===== src/rtl/sdr_wr_sched.sv =====
`default_nettype none
// ============================================================================
// Module   : sdr_wr_sched
// Purpose  : Write-request scheduler in front of the SDRAM single-write
//            sequencer. Linear user addresses are queued in a small FIFO and
//            split into bank/row/column. One request is issued per address.
//            The next request waits until the sequencer reports wr_exit.
//            A watchdog flags a sequencer that never finishes.
// Ports    : clk, rst (sync, active-high)
//            usr_wr_vld / usr_wr_addr[23:0] / usr_wr_rdy - user push side
//            sdr_wr_req, sdr_bank_addr[1:0], sdr_row_addr[12:0],
//            sdr_col_addr[8:0]                          - sequencer request
//            wr_exit                                    - sequencer done pulse
//            busy, fifo_cnt, err_timeout                - status
// Revision : 1.0 - initial release
// ============================================================================
module sdr_wr_sched #(
    parameter int DEPTH   = 4,
    parameter int TIMEOUT = 1024
) (
    input  logic                     clk,
    input  logic                     rst,
    input  logic                     usr_wr_vld,
    input  logic [23:0]              usr_wr_addr,
    output logic                     usr_wr_rdy,
    output logic                     sdr_wr_req,
    output logic [1:0]               sdr_bank_addr,
    output logic [12:0]              sdr_row_addr,
    output logic [8:0]               sdr_col_addr,
    input  logic                     wr_exit,
    output logic                     busy,
    output logic [$clog2(DEPTH):0]   fifo_cnt,
    output logic                     err_timeout
);

    localparam int c_PTR_W = $clog2(DEPTH);
    localparam int c_CNT_W = c_PTR_W + 1;
    localparam int c_WD_W  = $clog2(TIMEOUT);
    localparam logic [c_WD_W-1:0]  c_WD_MAX = c_WD_W'(TIMEOUT - 1);
    localparam logic [c_CNT_W-1:0] c_FULL   = c_CNT_W'(DEPTH);

    typedef enum logic [0:0] {
        S_IDLE = 1'b0,
        S_WAIT = 1'b1
    } state_t;

    state_t               r_state;
    state_t               w_state_nxt;
    logic [23:0]          r_mem [DEPTH];
    logic [c_PTR_W-1:0]   r_wr_ptr;
    logic [c_PTR_W-1:0]   r_rd_ptr;
    logic [c_CNT_W-1:0]   r_cnt;
    logic [c_WD_W-1:0]    r_wd;
    logic                 r_req;
    logic [1:0]           r_bank;
    logic [12:0]          r_row;
    logic [8:0]           r_col;
    logic                 r_err;
    logic                 w_push;
    logic                 w_pop;
    logic                 w_tmo_hit;
    logic [23:0]          w_head;

    // Full check uses the registered count only: a same-cycle pop does not
    // make room for a push.
    assign usr_wr_rdy = (r_cnt < c_FULL);
    assign w_push     = usr_wr_vld & usr_wr_rdy;
    assign w_head     = r_mem[r_rd_ptr];

    // Next-state logic. wr_exit is tested before the watchdog so a done
    // pulse on the timeout cycle is never reported as a timeout.
    always_comb begin
        w_state_nxt = r_state;
        w_pop       = 1'b0;
        w_tmo_hit   = 1'b0;
        case (r_state)
            S_IDLE: begin
                if (r_cnt != '0) begin
                    w_pop       = 1'b1;
                    w_state_nxt = S_WAIT;
                end
            end
            S_WAIT: begin
                if (wr_exit) begin
                    w_state_nxt = S_IDLE;
                end else if (r_wd == c_WD_MAX) begin
                    w_tmo_hit   = 1'b1;
                    w_state_nxt = S_IDLE;
                end
            end
            default: w_state_nxt = S_IDLE;
        endcase
    end

    always_ff @(posedge clk) begin
        if (rst) begin
            r_state <= S_IDLE;
        end else begin
            r_state <= w_state_nxt;
        end
    end

    // FIFO storage carries no reset; only the pointers and count define
    // which entries are valid.
    always_ff @(posedge clk) begin
        if (w_push) begin
            r_mem[r_wr_ptr] <= usr_wr_addr;
        end
    end

    always_ff @(posedge clk) begin
        if (rst) begin
            r_wr_ptr <= '0;
            r_rd_ptr <= '0;
            r_cnt    <= '0;
        end else begin
            if (w_push) begin
                r_wr_ptr <= r_wr_ptr + c_PTR_W'(1);
            end
            if (w_pop) begin
                r_rd_ptr <= r_rd_ptr + c_PTR_W'(1);
            end
            if (w_push && !w_pop) begin
                r_cnt <= r_cnt + c_CNT_W'(1);
            end else if (w_pop && !w_push) begin
                r_cnt <= r_cnt - c_CNT_W'(1);
            end
        end
    end

    // Request, address split, watchdog and sticky error.
    always_ff @(posedge clk) begin
        if (rst) begin
            r_req  <= 1'b0;
            r_bank <= '0;
            r_row  <= '0;
            r_col  <= '0;
            r_wd   <= '0;
            r_err  <= 1'b0;
        end else begin
            r_req <= w_pop;
            if (w_pop) begin
                r_bank <= w_head[23:22];
                r_row  <= w_head[21:9];
                r_col  <= w_head[8:0];
                r_wd   <= '0;
            end else if (r_state == S_WAIT) begin
                r_wd <= r_wd + c_WD_W'(1);
            end
            if (w_tmo_hit) begin
                r_err <= 1'b1;
            end
        end
    end

    assign sdr_wr_req    = r_req;
    assign sdr_bank_addr = r_bank;
    assign sdr_row_addr  = r_row;
    assign sdr_col_addr  = r_col;
    assign fifo_cnt      = r_cnt;
    assign err_timeout   = r_err;
    assign busy          = (r_state != S_IDLE) || (r_cnt != '0);

endmodule
`default_nettype wire


===== config.mk =====
export PLATFORM = sky130hd
export DESIGN_NAME = sdr_wr_sched
export DESIGN_NICKNAME = d
export VERILOG_FILES = /design/src/rtl/sdr_wr_sched.sv
export SDC_FILE = /design/constraint.sdc
export NUM_CORES = 1
export LEC_CHECK = 0
export BUFFER_PORTS_ARGS = -buffer_cell sky130_fd_sc_hd__buf_2
export CORE_UTILIZATION = 40
export CTS_CLUSTER_SIZE = 40
export DETAILED_ROUTE_END_ITERATION = 12
export PLACE_DENSITY = 0.6
export SKIP_LAST_GASP = 1
export SYNTH_ARGS = -nofsm -noshare
export SYNTH_HDL_FRONTEND = slang
export SYNTH_SLANG_ARGS = --single-unit
export TNS_END_PERCENT = 20

===== constraint.sdc =====
create_clock -name clk -period 2.55 [get_ports clk]
set_input_delay 0.765 -clock clk [delete_from_list [all_inputs] [get_ports clk]]
set_output_delay 0.765 -clock clk [all_outputs]
set_load 0.02 [all_outputs]

# After elaboration in Yosys (flattened, before gate mapping)
# Memory sizes are Yosys's and may differ from the RTL's. A register that Yosys moved wholly into a read port is not among the register bits.
# Index checks and enable logic that the tools add are counted.
# totals
regBits	20
ramBits	96
in_bits	28
word_cells	37
mem_count	1
# op_classes
add_sub_neg	5
magnitude_cmp	1
n_eq_ne	1
n_mux	12
bitwise	2
n_reduce_logical	8
# memory_table
name	depth	width	rd	rd_clocked_by_memory_dff	write_ports	line	source
r_mem	4	24	1	1	1	49	logic [23:0] r_mem [DEPTH];
# ops
operator	count
10-bit by 1-bit adder with 10-bit output, second input constant	1
10-bit equality test, second input constant	1
1-bit two-way mux	9
3-bit two-way mux	2
2-bit by 1-bit adder with 2-bit output, second input constant	2
3-bit by 1-bit adder with 3-bit output, second input constant	1
3-bit less-than comparator, second input constant	1
3-bit nonzero test	1
3-bit by 1-bit subtractor with 3-bit output, second input constant	1
1-bit logical AND	2
1-bit logical NOT	2
1-bit one-hot mux with 2 select lines	1
2-bit nonzero test	1
2-bit OR reduction	1
1-bit bitwise AND	1
1-bit logical OR	1
1-bit NOT	1

# Longest topological paths before layout
# Gate-level depths: netlist of the first run.
# depth
depth_word	6
ltp_mapped	8
ltp_nobuf	8

# Least setup slack after synthesis of the first run
# No wires, ideal clock.
# synth_path
path_kind	in2reg
startpoint	input port usr_wr_vld
endpoint	register r_cnt[2] (netlist: fifo_cnt[2])
setup_time_ps	70
t_arrival_ps	2276
t_required_ps	2480
setup_slack_ps	204
path_stages	8
n_path_buf	1
cell_sequence	nor2b_1 -> clkbuf_1 -> ha_1 -> inv_1 -> fa_1 -> xor2_1 -> or3_1 -> a21oi_1
# synth_via
elab_chain_len	4
word_cells_on_any_way	6
classes_between	mux (1); bitwise (1); reduce/logical (4)
# synth_lines
item	line	source
start, declared	23	input logic usr_wr_vld,
1-bit bitwise AND *	67	assign w_push = usr_wr_vld & usr_wr_rdy;
net w_push	59	logic w_push;
1-bit logical NOT	125	end else if (w_pop && !w_push) begin
1-bit logical AND	125	
2-bit nonzero test (no line)	n/a	
end signal, assigned	124	r_cnt <= r_cnt + c_CNT_W'(1);
end signal, assigned	126	r_cnt <= r_cnt - c_CNT_W'(1);
end, declared	52	logic [c_CNT_W-1:0] r_cnt;
# Mark *: on every way through the listed nets, which the timed path passes. The rest lies on a longest branch.
# A chain may end at the register's enable or synchronous reset.

# Worst setup path after layout of the first run
# layout_path
startpoint	register r_cnt[0] (netlist: fifo_cnt[0])
endpoint	register r_cnt[2] (netlist: fifo_cnt[2])
# layout_via
elab_chain_len	6
word_cells_on_any_way	14
classes_between	add/sub (2); order compare (1); mux (4); bitwise (1); reduce/logical (6)
# layout_lines
item
branches (longest 6 deep; another with 3-bit less-than comparator)
# Parallel ways; which one is timed is not known. The select of a mux whose other input is x is not followed.

==> results of run 1 <==
==> worst paths after layout <==
kind | endpoint | slack (ns)
max | fifo_cnt[2]$_SDFFE_PP0P_ | 0.35
min | sdr_bank_addr[0]$_SDFFE_PP0P_ | 0.47
min reg2reg | sdr_bank_addr[0]$_SDFFE_PP0P_ | 0.47
max reg2reg | fifo_cnt[2]$_SDFFE_PP0P_ | 0.35
==> critical path, stage by stage, from the launching register on <==
cell and delay, ns:
dfxtp_1 0.37, or3_4 0.44, nand2_1 0.11, ha_1 0.19, inv_1 0.06, fa_1 0.37, xor2_1 0.15, or3_1 0.30
a21oi_1 0.13
==> metrics by stage <==
step	utilization, %	instances	worst slack, ns
final	49.6	544	0.348
after global placement	44.9	512	0.288
after detailed placement	44.9	512	0.242
after CTS	49.6	544	0.332
after global routing	49.6	544	0.155
after floorplan	-	286	0.204
==> sequential cells by signal, summed over array words and instances (netlist names), 2 cells and up <==
signal and cells:
fifo_cnt 3, r_rd_ptr 2, r_mem 96, sdr_col_addr 9
r_wr_ptr 2, sdr_row_addr 13, r_wd 10, sdr_bank_addr 2
==> area by class of cell <==
| class | count | area [sq um] |
|---|---|---|
| Fill cell | 1075 | 6390 |
| Sequential cell | 140 | 3760 |
| Multi-Input combinational cell | 127 | 1330 |
| Clock buffer | 24 | 504 |
| Timing Repair Buffer | 68 | 365 |
| Tap cell | 172 | 215 |
| Clock inverter | 8 | 82.6 |
| Inverter | 5 | 18.8 |
==> power breakdown <==
group	switching [mW]	leakage (nW)	internal [mW]
Combinational	0.923	0.753	0.783
Sequential	0.232	1.24	2.81
Clock	0.898	0.273	1.48
Total	2.05	2.27	5.08
==> cells in the final DEF (no fill, tap or decap), types with 5 or more instances in the layout <==
master	synthesis	final
edfxtp_1	96	96
buf_2	4	58
dfxtp_1	44	43
a22o_1	24	24
mux4_2	23	23
clkbuf_16	0	19
nor2_1	10	10
buf_4	0	10
a21oi_1	8	8
nand2_1	7	7
ha_1	6	6
inv_1	5	5
o21ai_0	5	5
or3_1	5	5
xor2_1	5	5
==> layer usage <==
layer,vias to the layer above,wire [um]
met3,13,392
met4,0,150
met2,56,4680
li1,1282,-
met1,1345,3860
met5,-,0
==> cell families (layout without fill, tap and decap cells) <==
family / after synthesis / in the layout / share of synthesized area [%]
AOI/OAI and AO/OA: 43 / 43 / 6.35
and+or+nand+nor: 42 / 42 / 4.75
adders and majority gates: 7 / 7 / 1.82
buffers and inverters: 19 / 105 / 2.57
xor gates and xnor gates: 7 / 7 / 1.17
DFF: 140 / 140 / 72.1
muxes: 28 / 28 / 11.2
==> reports/results.tsv, run 1 <==
stage	metric	value	unit
global_route	M3 GR Usage	5.09	%
global_route	largest net degree at the start of global routing	26	
timing	fmax	454	MHz
detailed_routing	drc violations	0	
logic_synthesis	Syn Area/Cell	18.2	sq um
worst_setup_path	Setup CP Type	reg -> reg	
timing	worst hold slack	0.470	ns
clock_tree	Num CTS Buffers	17	
worst_setup_path	CP max FO	5	
layout	P&R area growth vs syn	20.3	%
global_route	gr usage total	14.9	%
timing	RSZ-0062 raised after global routing	false	
logic_synthesis	netlist area before placement	0.00522	sq mm
layout	layout cells sized above 1	33.9	%
timing	Worst Skew	0.00833	ns
run_status	status	finished clean	
clock_tree	# hold bufs at CTS	0	
die	core region area	0.0127	sq mm
timing	Worst slew margin	46.7	%
timing	Slew Viols, Final	0	
clock_tree	Root Buffer	clkbuf_16	
clock_tree	CTS tree	done	
clock_tree	clk slew on worst S/H paths	0.05	ns
die	die area	0.0135	sq mm
logic_synthesis	top-count cell post-synth	edfxtp_1	
logic_synthesis	sequential share of the synthesized area	72.1	%
detailed_routing	Antenna Nets Post-Route	0	
layout	Layout Nets	394	
global_route	Congestion Overflow GR	0	
worst_setup_path	CP Capture Type	flop	
die	FP Rows	41	
min_path	hold crit path type	reg -> reg	
global_route	routing usage on met1	17.4	%
global_route	vias in the first global route	2733	
worst_setup_path	reg-to-reg startpoint	fifo_cnt[0]$_SDFFE_PP0P_	
timing	final hold vios	0	
logic_synthesis	leading area contributor after synthesis	edfxtp_1	
die	Initial Util	41.2	%
clock_tree	H-tree lvl count	4	
logic_synthesis	EDFF count, synth	96	
global_route	first-pass GRT wire length	14100	um
worst_setup_path	crit path DAT	2.55	ns
timing	Total Neg Setup Slack	0	ns
logic_synthesis	ys async rst share	0	%
power_and_ir_drop	Power Total	7.13	mW
clock_tree	setup bufs post-CTS	0	
logic_synthesis	top cells by area, synth	edfxtp_1 55%, dfxtp_1 17%, mux4_2 9.9%	
logic_synthesis	synthesis warning total	0	
power_and_ir_drop	Max VDD drop	0.568	mV
power_and_ir_drop	LEAKAGE	2.27	nW
global_route	gr busiest metal	met2	
layout	Inserted Diodes	0	
logic_synthesis	syn_nets	321	
clock_tree	Sink Count	140	
layout	Finished Cell Area	0.00628	sq mm
die	Die H	116	um
clock_tree	Clock Latency Late Sink	0.42	ns
logic_synthesis	Yosys reg bits	140	
detailed_routing	Via density	4.96	
detailed_routing	Vias	2696	
flow_run	max_cap viols	0	
clock_tree	post_cts resized	0	
logic_synthesis	commonest cells in the netlist	96 x edfxtp_1, 44 x dfxtp_1, 24 x a22o_1, 23 x mux4_2, 10 x nor2_1	
worst_setup_path	crit path from	fifo_cnt[0]$_SDFFE_PP0P_	
detailed_routing	Wirelength per Cell	16.7	um
timing	Tcrit/Tclk final	86.4	%
detailed_routing	DR pass1 iterations	4	
placed_design	IO Port Bufs	58	
logic_synthesis	top cell type's share of synthesized area	55.2	%
placed_design	DP Area	0.00569	sq mm
power_and_ir_drop	pwr dens	1140	mW/mm^2
placed_design	routability congestion estimate	0.724	
timing	Tmin final	2.20	ns
worst_setup_path	Critical Path RT	2.89	ns
detailed_routing	initial DRC count	116	
detailed_routing	routed wire length	9080	um
logic_synthesis	post-synthesis cell type count	37	
logic_synthesis	Mapped Cells	286	
global_route	antenna violations before repair	0	
min_path	cell count of the worst hold path	1	
placed_design	Post-DP HPWL	5410	um
logic_synthesis	ys flop type	edfxtp_1	
worst_setup_path	R2R depth	8	
die	Chip Width	116	um
timing	Final setup viols	0	
clock_tree	maximum clock path buffer count	2	
die	Ports	59	
timing	Least-Margin Pin Slew	0.798	ns
global_route	met2 Usage GRT	24.7	%
worst_setup_path	crit path launch type	flop	
min_path	HP Start	sdr_bank_addr[0]$_SDFFE_PP0P_	
Note: power is estimated with default switching activity, not from simulation.
==> run 2: changes to the inputs <==
--- a/config.mk
+++ b/config.mk
@@ -10,6 +10,7 @@
 export CTS_CLUSTER_SIZE = 40
 export DETAILED_ROUTE_END_ITERATION = 12
 export PLACE_DENSITY = 0.6
+export REMOVE_ABC_BUFFERS = 1
 export SKIP_LAST_GASP = 1
 export SYNTH_ARGS = -nofsm -noshare
 export SYNTH_HDL_FRONTEND = slang
==> run 2 against run 1 <==
Non-clock buffer count fell by 1. Sequential power barely moved. Global-route usage fell by 0.21 points. Clock skew fell by 0.0013 ns. Final cell count fell by 0.18%. Critical path depth did not move. Maximum frequency fell by 1.3%. Sequential share of layout area rose by 0.18 points. Combinational power rose by 4%. Critical path type unchanged. Highest routed layer is now met5.
==> reports/results.tsv, run 2 (synthesis gave the netlist of run 1 again) <==
stage	metric	value	unit
global_route	Congestion Overflow GR	0	
detailed_routing	initial DRC count	166	
timing	fmax	448	MHz
detailed_routing	DR pass1 iterations	4	
layout	register area	0.00376	sq mm
placed_design	routability congestion estimate	0.730	
die	Initial Util	41.2	%
clock_tree	# hold bufs at CTS	0	
die	Ports	59	
timing	Worst Skew	0.00705	ns
clock_tree	maximum clock path buffer count	2	
min_path	hold crit path type	reg -> reg	
clock_tree	CTS tree	done	
worst_setup_path	Critical Path RT	2.89	ns
worst_setup_path	critical path cell sequence	or3_4, nand2_1, ha_1, inv_1, fa_1, xor2_1, or3_1, a21oi_1	
worst_setup_path	crit path DAT	2.57	ns
global_route	vias in the first global route	2629	
timing	Worst slew margin	49.0	%
timing	Total Neg Setup Slack	0	ns
power_and_ir_drop	LEAKAGE	2.26	nW
clock_tree	setup bufs post-CTS	0	
timing	Tmin final	2.23	ns
clock_tree	Clock Latency Late Sink	0.41	ns
placed_design	pre-CTS WS	0.214	ns
flow_run	max_cap viols	0	
layout	fillcell total	1086	
layout	Inserted Diodes	0	
timing	Setup WS post-layout	0.319	ns
power_and_ir_drop	pwr dens	1100	mW/mm^2
power_and_ir_drop	Power Total	6.91	mW
worst_setup_path	R2R depth	8	
placed_design	IO Port Bufs	58	
die	Chip Width	116	um
die	die area	0.0135	sq mm
global_route	first-pass GRT wire length	14000	um
detailed_routing	Wirelength per Cell	16.5	um
layout	final core utilization	49.4	%
worst_setup_path	Setup CP Type	reg -> reg	
layout	Layout Nets	393	
detailed_routing	Via density	4.96	
clock_tree	post_cts resized	0	
global_route	gr usage total	14.7	%
timing	worst hold slack	0.473	ns
die	core region area	0.0127	sq mm
die	Die H	116	um
timing	Tcrit/Tclk final	87.5	%
global_route	antenna violations before repair	1	
clock_tree	Num CTS Buffers	17	
clock_tree	H-tree lvl count	4	
layout	commonest non-fill, non-tap cell in the layout	edfxtp_1	
clock_tree	clk slew on worst S/H paths	0.06	ns
detailed_routing	Vias	2691	
detailed_routing	routed wire length	8960	um
worst_setup_path	slowest stage delay, CP	0.44	ns
layout	P&R area growth vs syn	19.9	%
layout	layout cells sized above 1	33.4	%
timing	final hold vios	0	
layout	multi-input logic area	0.00133	sq mm
timing	Slew Viols, Final	0	
timing	RSZ-0062 raised after global routing	false	
placed_design	Post-DP HPWL	5460	um
clock_tree	Sink Count	140	
min_path	cell count of the worst hold path	1	
die	FP Rows	41	
detailed_routing	Antenna Nets Post-Route	0	
layout	commonest cells after routing, fill and taps aside	96 x edfxtp_1, 58 x buf_2, 43 x dfxtp_1, 24 x a22o_1, 23 x mux4_2	
run_status	status	finished clean	
worst_setup_path	crit path launch type	flop	
worst_setup_path	CP max FO	5	
layout	Largest Register	r_mem	
layout	max FFs per register	96	
global_route	largest net degree at the start of global routing	26	
power_and_ir_drop	Max VDD drop	0.675	mV
timing	Least-Margin Pin Slew	0.763	ns
clock_tree	Root Buffer	clkbuf_16	
worst_setup_path	CP Capture Type	flop	
timing	Final setup viols	0	
worst_setup_path	Critical-path top delay cell	or3_4	
detailed_routing	drc violations	0	
[run 2: cell count changes in the layout (fill, tap and decap cells not counted)]
cell	delta
clkbuf_8	-1
clkinv_1	+1
clkinv_4	+2
inv_6	+1
clkinv_2	+4
buf_12	+5
clkbuf_16	-2
buf_4	-6
clkinvlp_4	-4
bufinv_16	-1
[run 2: where the power goes]
group,internal [mW],switching [mW]
Combinational,0.817,0.967
Clock,1.24,0.874
Sequential,2.81,0.209
Total,4.86,2.05
[run 2: routing by layer]
metal  share of wire [%]  GRT usage (%)
met1                  46           18.7
met2                  47           22.1
met3                 5.4           6.28
met4                0.95           5.90
met5                0.11              0
[run 2: worst paths after layout]
| kind | startpoint | end | slack, ns |
|---|---|---|---|
| max | fifo_cnt[0]$_SDFFE_PP0P_ | fifo_cnt[2]$_SDFFE_PP0P_ | 0.32 |
| min reg2reg | sdr_bank_addr[0]$_SDFFE_PP0P_ | sdr_bank_addr[0]$_SDFFE_PP0P_ | 0.47 |
| max reg2reg | fifo_cnt[0]$_SDFFE_PP0P_ | fifo_cnt[2]$_SDFFE_PP0P_ | 0.32 |
| min | sdr_bank_addr[0]$_SDFFE_PP0P_ | sdr_bank_addr[0]$_SDFFE_PP0P_ | 0.47 |
[run 2: cell type report]
class	instances	share of cell area (%)
clock buffers	21	7.04
clock inverters	11	1.16
inverters	5	0.300
multi-input cells	127	21.2
flip-flops and latches	140	60.1
well taps	172	3.44
repair buffers	67	6.72
[run 2: critical path: cells and delay by family (launching register included)]
kind	cells	cell delay (ns)
flip-flops	1	0.37
AO/OA/AOI/OAI	1	0.14
adder cells (fa/ha/maj)	2	0.57
XOR/XNOR	1	0.16
buffers and inverters	1	0.06
AND/OR/NAND/NOR	3	0.86
[run 2: stage by stage]
step                      cells  instance area (sq um)
final                       543                   6260
after detailed placement    511                   5750
after global placement      511                   5750
after CTS                   543                   6260
after floorplan             272                   5100
after global routing        543                   6260
